==> config.mk <==
export PLATFORM = sky130hd
export DESIGN_NAME = sram_march_bist
export DESIGN_NICKNAME = d
export VERILOG_FILES = /design/src/rtl/openram_bist_pkg.sv /design/src/rtl/bist_fail_logger.sv /design/src/rtl/sram_march_bist.sv
export SDC_FILE = /design/constraint.sdc
export NUM_CORES = 1
export LEC_CHECK = 0
export ABC_AREA = 1
export CELL_PAD_IN_SITES_DETAIL_PLACEMENT = 0
export CELL_PAD_IN_SITES_GLOBAL_PLACEMENT = 1
export CORE_ASPECT_RATIO = 0.6
export CORE_MARGIN = 2
export CORE_UTILIZATION = 33
export CTS_CLUSTER_SIZE = 14
export DETAILED_ROUTE_END_ITERATION = 8
export HOLD_SLACK_MARGIN = 0.06
export PLACE_DENSITY_LB_ADDON = 0.1
export RECOVER_POWER = 100
export SYNTH_ARGS = -nofsm -noshare
export SYNTH_HDL_FRONTEND = slang
export SYNTH_SLANG_ARGS = --single-unit
export TNS_END_PERCENT = 5
==> constraint.sdc <==
create_clock -name clk -period 2.7 [get_ports clk]
set_clock_uncertainty 0.05 [all_clocks]
set_input_delay 0.405 -clock clk [delete_from_list [all_inputs] [get_ports clk]]
set_output_delay 0.405 -clock clk [all_outputs]
set_load 0.1 [all_outputs]
==> src/rtl/openram_bist_pkg.sv <==
// Shared encodings, default widths and element helpers for the March C- BIST.
package openram_bist_pkg;

    localparam int DEF_ADDR_W    = 16;
    localparam int DEF_DATA_W    = 32;
    localparam int DEF_WMASK_W   = 4;
    localparam int DEF_NUM_CHIPS = 16;
    localparam int SEL_W         = 4;
    localparam int FAIL_CNT_W    = 8;

    typedef enum logic [1:0] {
        IDLE    = 2'd0,
        RUN     = 2'd1,
        DRAIN   = 2'd2,
        DONE_ST = 2'd3
    } bist_state_t;

    typedef enum logic [2:0] {
        E0 = 3'd0,
        E1 = 3'd1,
        E2 = 3'd2,
        E3 = 3'd3,
        E4 = 3'd4,
        E5 = 3'd5
    } march_elem_t;

    // March C-: E0 W0 up; E1 R0,W1 up; E2 R1,W0 up; E3 R0,W1 down; E4 R1,W0 down; E5 R0 down
    function automatic logic elem_has_read(input march_elem_t e);
        return e != E0;
    endfunction

    function automatic logic elem_has_write(input march_elem_t e);
        return e != E5;
    endfunction

    function automatic logic elem_is_down(input march_elem_t e);
        return e inside {E3, E4, E5};
    endfunction

    function automatic logic elem_read_ones(input march_elem_t e);
        return e inside {E2, E4};
    endfunction

    function automatic logic elem_write_ones(input march_elem_t e);
        return e inside {E1, E3};
    endfunction

endpackage

==> src/rtl/bist_fail_logger.sv <==
// Compares each read one cycle after issue and records the first failing
// address/element plus a saturating miscompare count.
module bist_fail_logger
    import openram_bist_pkg::*;
#(
    parameter int ADDR_W = DEF_ADDR_W,
    parameter int DATA_W = DEF_DATA_W
) (
    input  logic                  clk,
    input  logic                  reset_n,
    input  logic                  clear,
    input  logic                  rd_issue,
    input  logic [ADDR_W-1:0]     rd_addr,
    input  march_elem_t           rd_elem,
    input  logic [DATA_W-1:0]     rd_exp,
    input  logic [DATA_W-1:0]     cmp_mask,
    input  logic [DATA_W-1:0]     dout,
    output logic                  fail,
    output logic [ADDR_W-1:0]     fail_addr,
    output logic [2:0]            fail_elem,
    output logic [FAIL_CNT_W-1:0] fail_count
);

    logic              pend;
    logic [ADDR_W-1:0] addr_q;
    march_elem_t       elem_q;
    logic [DATA_W-1:0] exp_q;
    logic              miscompare;

    always_ff @(posedge clk or negedge reset_n) begin
        if (!reset_n) begin
            pend   <= 1'b0;
            addr_q <= '0;
            elem_q <= E0;
            exp_q  <= '0;
        end else begin
            pend   <= rd_issue && !clear;
            addr_q <= rd_addr;
            elem_q <= rd_elem;
            exp_q  <= rd_exp;
        end
    end

    assign miscompare = pend && (((dout ^ exp_q) & cmp_mask) != '0);

    // Only the first miscompare of a run latches location; later ones just count.
    always_ff @(posedge clk or negedge reset_n) begin
        if (!reset_n) begin
            fail       <= 1'b0;
            fail_addr  <= '0;
            fail_elem  <= '0;
            fail_count <= '0;
        end else if (clear) begin
            fail       <= 1'b0;
            fail_addr  <= '0;
            fail_elem  <= '0;
            fail_count <= '0;
        end else if (miscompare) begin
            if (!fail) begin
                fail_addr <= addr_q;
                fail_elem <= elem_q;
            end
            fail <= 1'b1;
            if (fail_count != {FAIL_CNT_W{1'b1}}) begin
                fail_count <= fail_count + {{(FAIL_CNT_W-1){1'b0}}, 1'b1};
            end
        end
    end

endmodule

==> src/rtl/sram_march_bist.sv <==
// March C- BIST engine driving one OpenRAM macro port, one SRAM operation
// per cycle, with a single drain cycle to check the final read.
module sram_march_bist
    import openram_bist_pkg::*;
#(
    parameter int ADDR_W    = DEF_ADDR_W,
    parameter int DATA_W    = DEF_DATA_W,
    parameter int WMASK_W   = DEF_WMASK_W,
    parameter int NUM_CHIPS = DEF_NUM_CHIPS
) (
    input  logic                  clk,
    input  logic                  reset_n,
    input  logic                  start,
    input  logic [SEL_W-1:0]      chip_sel,
    input  logic [ADDR_W-1:0]     last_addr,
    input  logic [DATA_W-1:0]     pattern,
    input  logic [DATA_W-1:0]     cmp_mask,
    input  logic [DATA_W-1:0]     dout,
    output logic [NUM_CHIPS-1:0]  csb,
    output logic                  web,
    output logic [WMASK_W-1:0]    wmask,
    output logic [ADDR_W-1:0]     addr,
    output logic [DATA_W-1:0]     din,
    output logic                  busy,
    output logic                  done,
    output logic                  fail,
    output logic [ADDR_W-1:0]     fail_addr,
    output logic [2:0]            fail_elem,
    output logic [FAIL_CNT_W-1:0] fail_count
);

    localparam logic [ADDR_W-1:0] ADDR_ONE = {{(ADDR_W-1){1'b0}}, 1'b1};

    bist_state_t       state, state_d;
    march_elem_t       elem, elem_d;
    logic              phase, phase_d;
    logic [ADDR_W-1:0] cur_addr, addr_d;
    logic              done_q, done_d;
    logic [SEL_W-1:0]  sel_q;
    logic [ADDR_W-1:0] last_q;
    logic [DATA_W-1:0] pat_q;
    logic [DATA_W-1:0] mask_q;

    logic              start_ok;
    logic              has_rd, has_wr, is_rd, is_wr, addr_last_op;
    logic [ADDR_W-1:0] end_addr;
    logic [DATA_W-1:0] wr_word, rd_exp;

    assign start_ok = start && (state == IDLE || state == DONE_ST);

    // phase 0 is the read of an R,W pair, phase 1 its write to the same address
    always_comb begin
        has_rd       = elem_has_read(elem);
        has_wr       = elem_has_write(elem);
        is_rd        = (state == RUN) && has_rd && !phase;
        is_wr        = (state == RUN) && has_wr && (phase || !has_rd);
        addr_last_op = !(has_rd && has_wr) || phase;
        end_addr     = elem_is_down(elem) ? '0 : last_q;
        wr_word      = elem_write_ones(elem) ? ~pat_q : pat_q;
        rd_exp       = elem_read_ones(elem) ? ~pat_q : pat_q;
    end

    always_comb begin
        state_d = state;
        elem_d  = elem;
        phase_d = phase;
        addr_d  = cur_addr;
        done_d  = done_q;
        case (state)
            IDLE, DONE_ST: begin
                if (start_ok) begin
                    state_d = RUN;
                    elem_d  = E0;
                    phase_d = 1'b0;
                    addr_d  = '0;
                    done_d  = 1'b0;
                end else if (state == DONE_ST) begin
                    state_d = IDLE;
                end
            end
            RUN: begin
                if (!addr_last_op) begin
                    phase_d = 1'b1;
                end else begin
                    phase_d = 1'b0;
                    // Bound check precedes the step, so the address never wraps.
                    if (cur_addr != end_addr) begin
                        addr_d = elem_is_down(elem) ? cur_addr - ADDR_ONE : cur_addr + ADDR_ONE;
                    end else if (elem == E5) begin
                        state_d = DRAIN;
                    end else begin
                        elem_d = march_elem_t'(elem + 3'd1);
                        addr_d = elem_is_down(elem_d) ? last_q : '0;
                    end
                end
            end
            DRAIN: begin
                state_d = DONE_ST;
                done_d  = 1'b1;
            end
            default: state_d = IDLE;
        endcase
    end

    always_ff @(posedge clk or negedge reset_n) begin
        if (!reset_n) begin
            state    <= IDLE;
            elem     <= E0;
            phase    <= 1'b0;
            cur_addr <= '0;
            done_q   <= 1'b0;
            sel_q    <= '0;
            last_q   <= '0;
            pat_q    <= '0;
            mask_q   <= '0;
        end else begin
            state    <= state_d;
            elem     <= elem_d;
            phase    <= phase_d;
            cur_addr <= addr_d;
            done_q   <= done_d;
            if (start_ok) begin
                sel_q  <= chip_sel;
                last_q <= last_addr;
                pat_q  <= pattern;
                mask_q <= cmp_mask;
            end
        end
    end

    always_comb begin
        csb   = '1;
        web   = !is_wr;
        wmask = is_wr ? '1 : '0;
        addr  = (is_rd || is_wr) ? cur_addr : '0;
        din   = is_wr ? wr_word : '0;
        for (int i = 0; i < NUM_CHIPS; i++) begin
            if ((is_rd || is_wr) && int'(sel_q) == i) begin
                csb[i] = 1'b0;
            end
        end
    end

    assign busy = (state == RUN) || (state == DRAIN);
    assign done = done_q;

    bist_fail_logger #(
        .ADDR_W (ADDR_W),
        .DATA_W (DATA_W)
    ) u_fail_logger (
        .clk        (clk),
        .reset_n    (reset_n),
        .clear      (start_ok),
        .rd_issue   (is_rd),
        .rd_addr    (cur_addr),
        .rd_elem    (elem),
        .rd_exp     (rd_exp),
        .cmp_mask   (mask_q),
        .dout       (dout),
        .fail       (fail),
        .fail_addr  (fail_addr),
        .fail_elem  (fail_elem),
        .fail_count (fail_count)
    );

endmodule

==> impl_results.md <==
- Crit path max fanout: 5
- Tcrit/Tclk final: 110.6%
- DRC errors left: 0
- Clock Tree Buf Depth: 2
- Clk_lat worst skew: 0.45 ns
- Pwr per Cell Area: 1126 nW/µm²
- Worst slew margin relative to its limit: -13.65%
- Arrival time worst endpoint: 2.53 ns
- Final Core Density: 53.48%
- Max Cap Viol: 1
- Total track usage: 22.49%
- Synth top area share: 47.64%
- Setup_tns: -11.60 ns
- Pin count of the biggest net entering global routing: 78
- Pre-antenna DRT Iters: 5
- Grt ovf: 0
- Violations in the final reports: max-capacitance violations, max-slew violations, negative setup slack
- Avg Inst Size Synth: 7.692 µm²
- Outcome: complete, but fails checks
- Post-Synthesis Cells: 1277
- Req. time, crit path: 2.25 ns
- Final ANT Viol Nets: 0
- Initial DRC count: 765
- Routed WL per cell: 16.87 µm
- Die area: 31210 µm²
- Root Driver: clkbuf_16
- Share of cells above drive strength 1: 24.38%
- F_max: 0.3347 GHz
- Post-synthesis sequential area ratio: 47.64%
- Yosys Warn Count: 0
- Inserted Clock Buffers: 17
- Final setup viols: 75
- Sequential cell area: 4679 µm²
- Post-synth design cell area: 9823 µm²
- Area of the multi-input gates: 5455 µm²
- Type of origin of the critical path: register
- FF+latch count, synth: 187
- Initial antenna violation count: 8
- Final-report max-slew violation count: 64
- Die Y: 137.6 µm
- Initial Utilization: 33.86%
- WS Path Type: register to primary output
- CTS tree: done
- Die Wd: 226.7 µm
- Number of buffers inserted by port buffering: 217
- Nets: 1734
- Vias: 9502
- Vias/cell: 4.744
- Io pins: 218
- Max IR drop VDD: 0.001067 V
- Placed wire-length estimate: 24780 µm
- Synth area leaders: dfrtp_1, nand2_1, nand3_1
- First-pass GRT wire length: 52450 µm
- Core area: 29010 µm²
- RSZ-0062 raised after global routing: true
- Leakage: 7.297 nW
- Unique masters post-synth: 39
- Cell accounting for the most synthesized area: dfrtp_1
- Hold Violations, Final: 0
- Total wire length: 33780 µm
- Worst-Margin Slew: 1.705 ns
- Clock-pin slew on the worst setup and hold paths: 0.07 ns
- Site row count: 48
- Final setup margin: -0.2875 ns
- Filler Cells Inserted: 2764
- Clk sinks: 187
- Min-Delay Path Class: register to register
- Vias in the first global route: 9103
- Post-layout minimum cycle time: 2.988 ns
- Setup crit end kind: primary output
- Routability cong.: 0.8861
- Area grow syn2layout: 57.93%
- Syn_nets: 1424
- Design area: 15510 µm²
- DP Area: 14220 µm²
- H-tree depth: 4
## registers in the layout (all words and copies together), names as in the netlist
register / cells
mask_q: 32
pat_q: 32
phase: 1
u_fail_logger.addr_q: 16
u_fail_logger.fail_count: 8
last_q: 16
u_fail_logger.fail: 1
u_fail_logger.pend: 1
u_fail_logger.elem_q: 3
u_fail_logger.fail_addr: 16
cur_addr: 16
u_fail_logger.exp_q: 32
state: 2
elem: 3
done: 1
sel_q: 4
u_fail_logger.fail_elem: 3
## area by class of cell
| class | instances | area share, % |
|---|---|---|
| multi-input cells | 958 | 35.16 |
| flip-flops and latches | 187 | 30.16 |
| repair buffers | 348 | 24.80 |
| well taps | 400 | 3.226 |
| clock buffers | 20 | 3.008 |
| inverters | 75 | 2.089 |
| clock inverters | 12 | 1.500 |
| diodes | 3 | 0.04839 |
## worst paths after layout
| kind | startpoint | cells past startpoint | slack [ns] | end |
|---|---|---|---|---|
| max reg2reg | elem[1]$_DFFE_PN0P_ | 23 | -0.17 | state[0]$_DFFE_PN0P_ |
| min | u_fail_logger.addr_q[1]$_DFF_PN0_ | 2 | 0.39 | u_fail_logger.fail_addr[1]$_DFFE_PN0P_ |
| min reg2reg | u_fail_logger.addr_q[1]$_DFF_PN0_ | 2 | 0.39 | u_fail_logger.fail_addr[1]$_DFFE_PN0P_ |
| min in group asynchronous | reset_n | 2 | 0.89 | u_fail_logger.exp_q[24]$_DFF_PN0_ |
| max in group asynchronous | reset_n | 3 | 0.28 | cur_addr[2]$_DFFE_PN0P_ |
| max | elem[1]$_DFFE_PN0P_ | 15 | -0.29 | csb[7] |
## logic make-up after synthesis
logic type | share of synthesized area (%)
flops | 47.64
fa+ha+maj | 3.566
compound gates | 7.693
xor+xnor | 4.369
simple gates | 30.98
buf+inv | 5.757
## where the power goes
| group | internal, W | leakage (nW) | switching (W) |
|---|---|---|---|
| Combinational | 0.00355 | 4.55 | 0.00614 |
| Clock | 0.00183 | 0.335 | 0.00116 |
| Sequential | 0.00378 | 2.41 | 0.00101 |
## metrics by stage
step	worst slack, ns	hold WS [ns]	std cells	power [W]
6_report	-0.2875	0.3920	2003	0.01747
5_1_grt	-0.4174	0.4126	2002	0.01849
4_1_cts	-0.2209	0.3917	1996	0.01749
3_5_place_dp	-0.1919	0.3742	1937	0.01357
3_3_place_gp	-0.09687	0.3767	1937	0.01350
2_1_floorplan	-0.09252	0.05941	1277	0.01041
## Yosys cell counts
library cell / count
nand3_1: 91
inv_1: 72
a21oi_1: 53
xor2_1: 17
o21ai_0: 55
xnor2_1: 32
a21o_1: 2
inv_2: 1
buf_4: 5
a211oi_1: 1
nor4_1: 2
o31ai_1: 1
a22o_1: 1
nor2_1: 83
nor3_1: 8
or2_2: 14
o21a_1: 1
o22ai_1: 1
nand3_2: 1
buf_1: 5
nand2_4: 3
a21oi_2: 1
clkinv_1: 1
inv_4: 1
clkbuf_1: 33
and2_1: 1
o21bai_1: 1
nand4_1: 22
nand3b_1: 2
buf_6: 5
nand2_2: 3
nor2_4: 2
o21ai_1: 25
ha_1: 28
a21boi_0: 2
a31oi_1: 1
buf_2: 9
dfrtp_1: 187
nand2_1: 504
## critical path: stages, from the launching register on
cell,delay (ns)
dfrtp_1,0.38
inv_2,0.07
buf_6,0.12
ha_4,0.16
nand2_4,0.06
buf_6,0.10
inv_4,0.03
nor2_4,0.09
inv_2,0.06
nand2_2,0.09
clkinvlp_4,0.14
buf_12,0.17
nor3_4,0.19
buf_6,0.17
nand2_2,0.07
buf_12,0.18
## timing repair
action	CTS	global route
endpoints found under the setup margin	89	89
gates cloned	1	0
resized for setup	118	38
setup buffers	25	4
endpoints found under the hold margin	58	0
hold buffers	1	0
pin swaps	19	5
## placed cells by master, fill, tap and decap left out, types with 19 or more instances in the layout
cell             Yosys  routed
a21oi_4              0      32
buf_12               0      80
buf_4                5      97
clkbuf_1            33      31
clkdlybuf4s50_1      0     117
dfrtp_1            187     187
ha_1                28      23
inv_1               72      64
nand2_1            504     477
nand2_2              3      22
nand3_1             91      89
nand4_1             22      22
nor2_1              83      64
nor2_4               2      19
o21ai_0             55      20
o21ai_1             25      32
o21ai_2              0      24
xnor2_1             32      32
## routing by layer
layer  share of wire, %  track usage [%]
met1                 49            33.63
met2                 42            32.33
met3                8.1            5.801
met4               0.76            4.751
met5              0.038                0
Note: power is estimated with default switching activity, not from simulation.
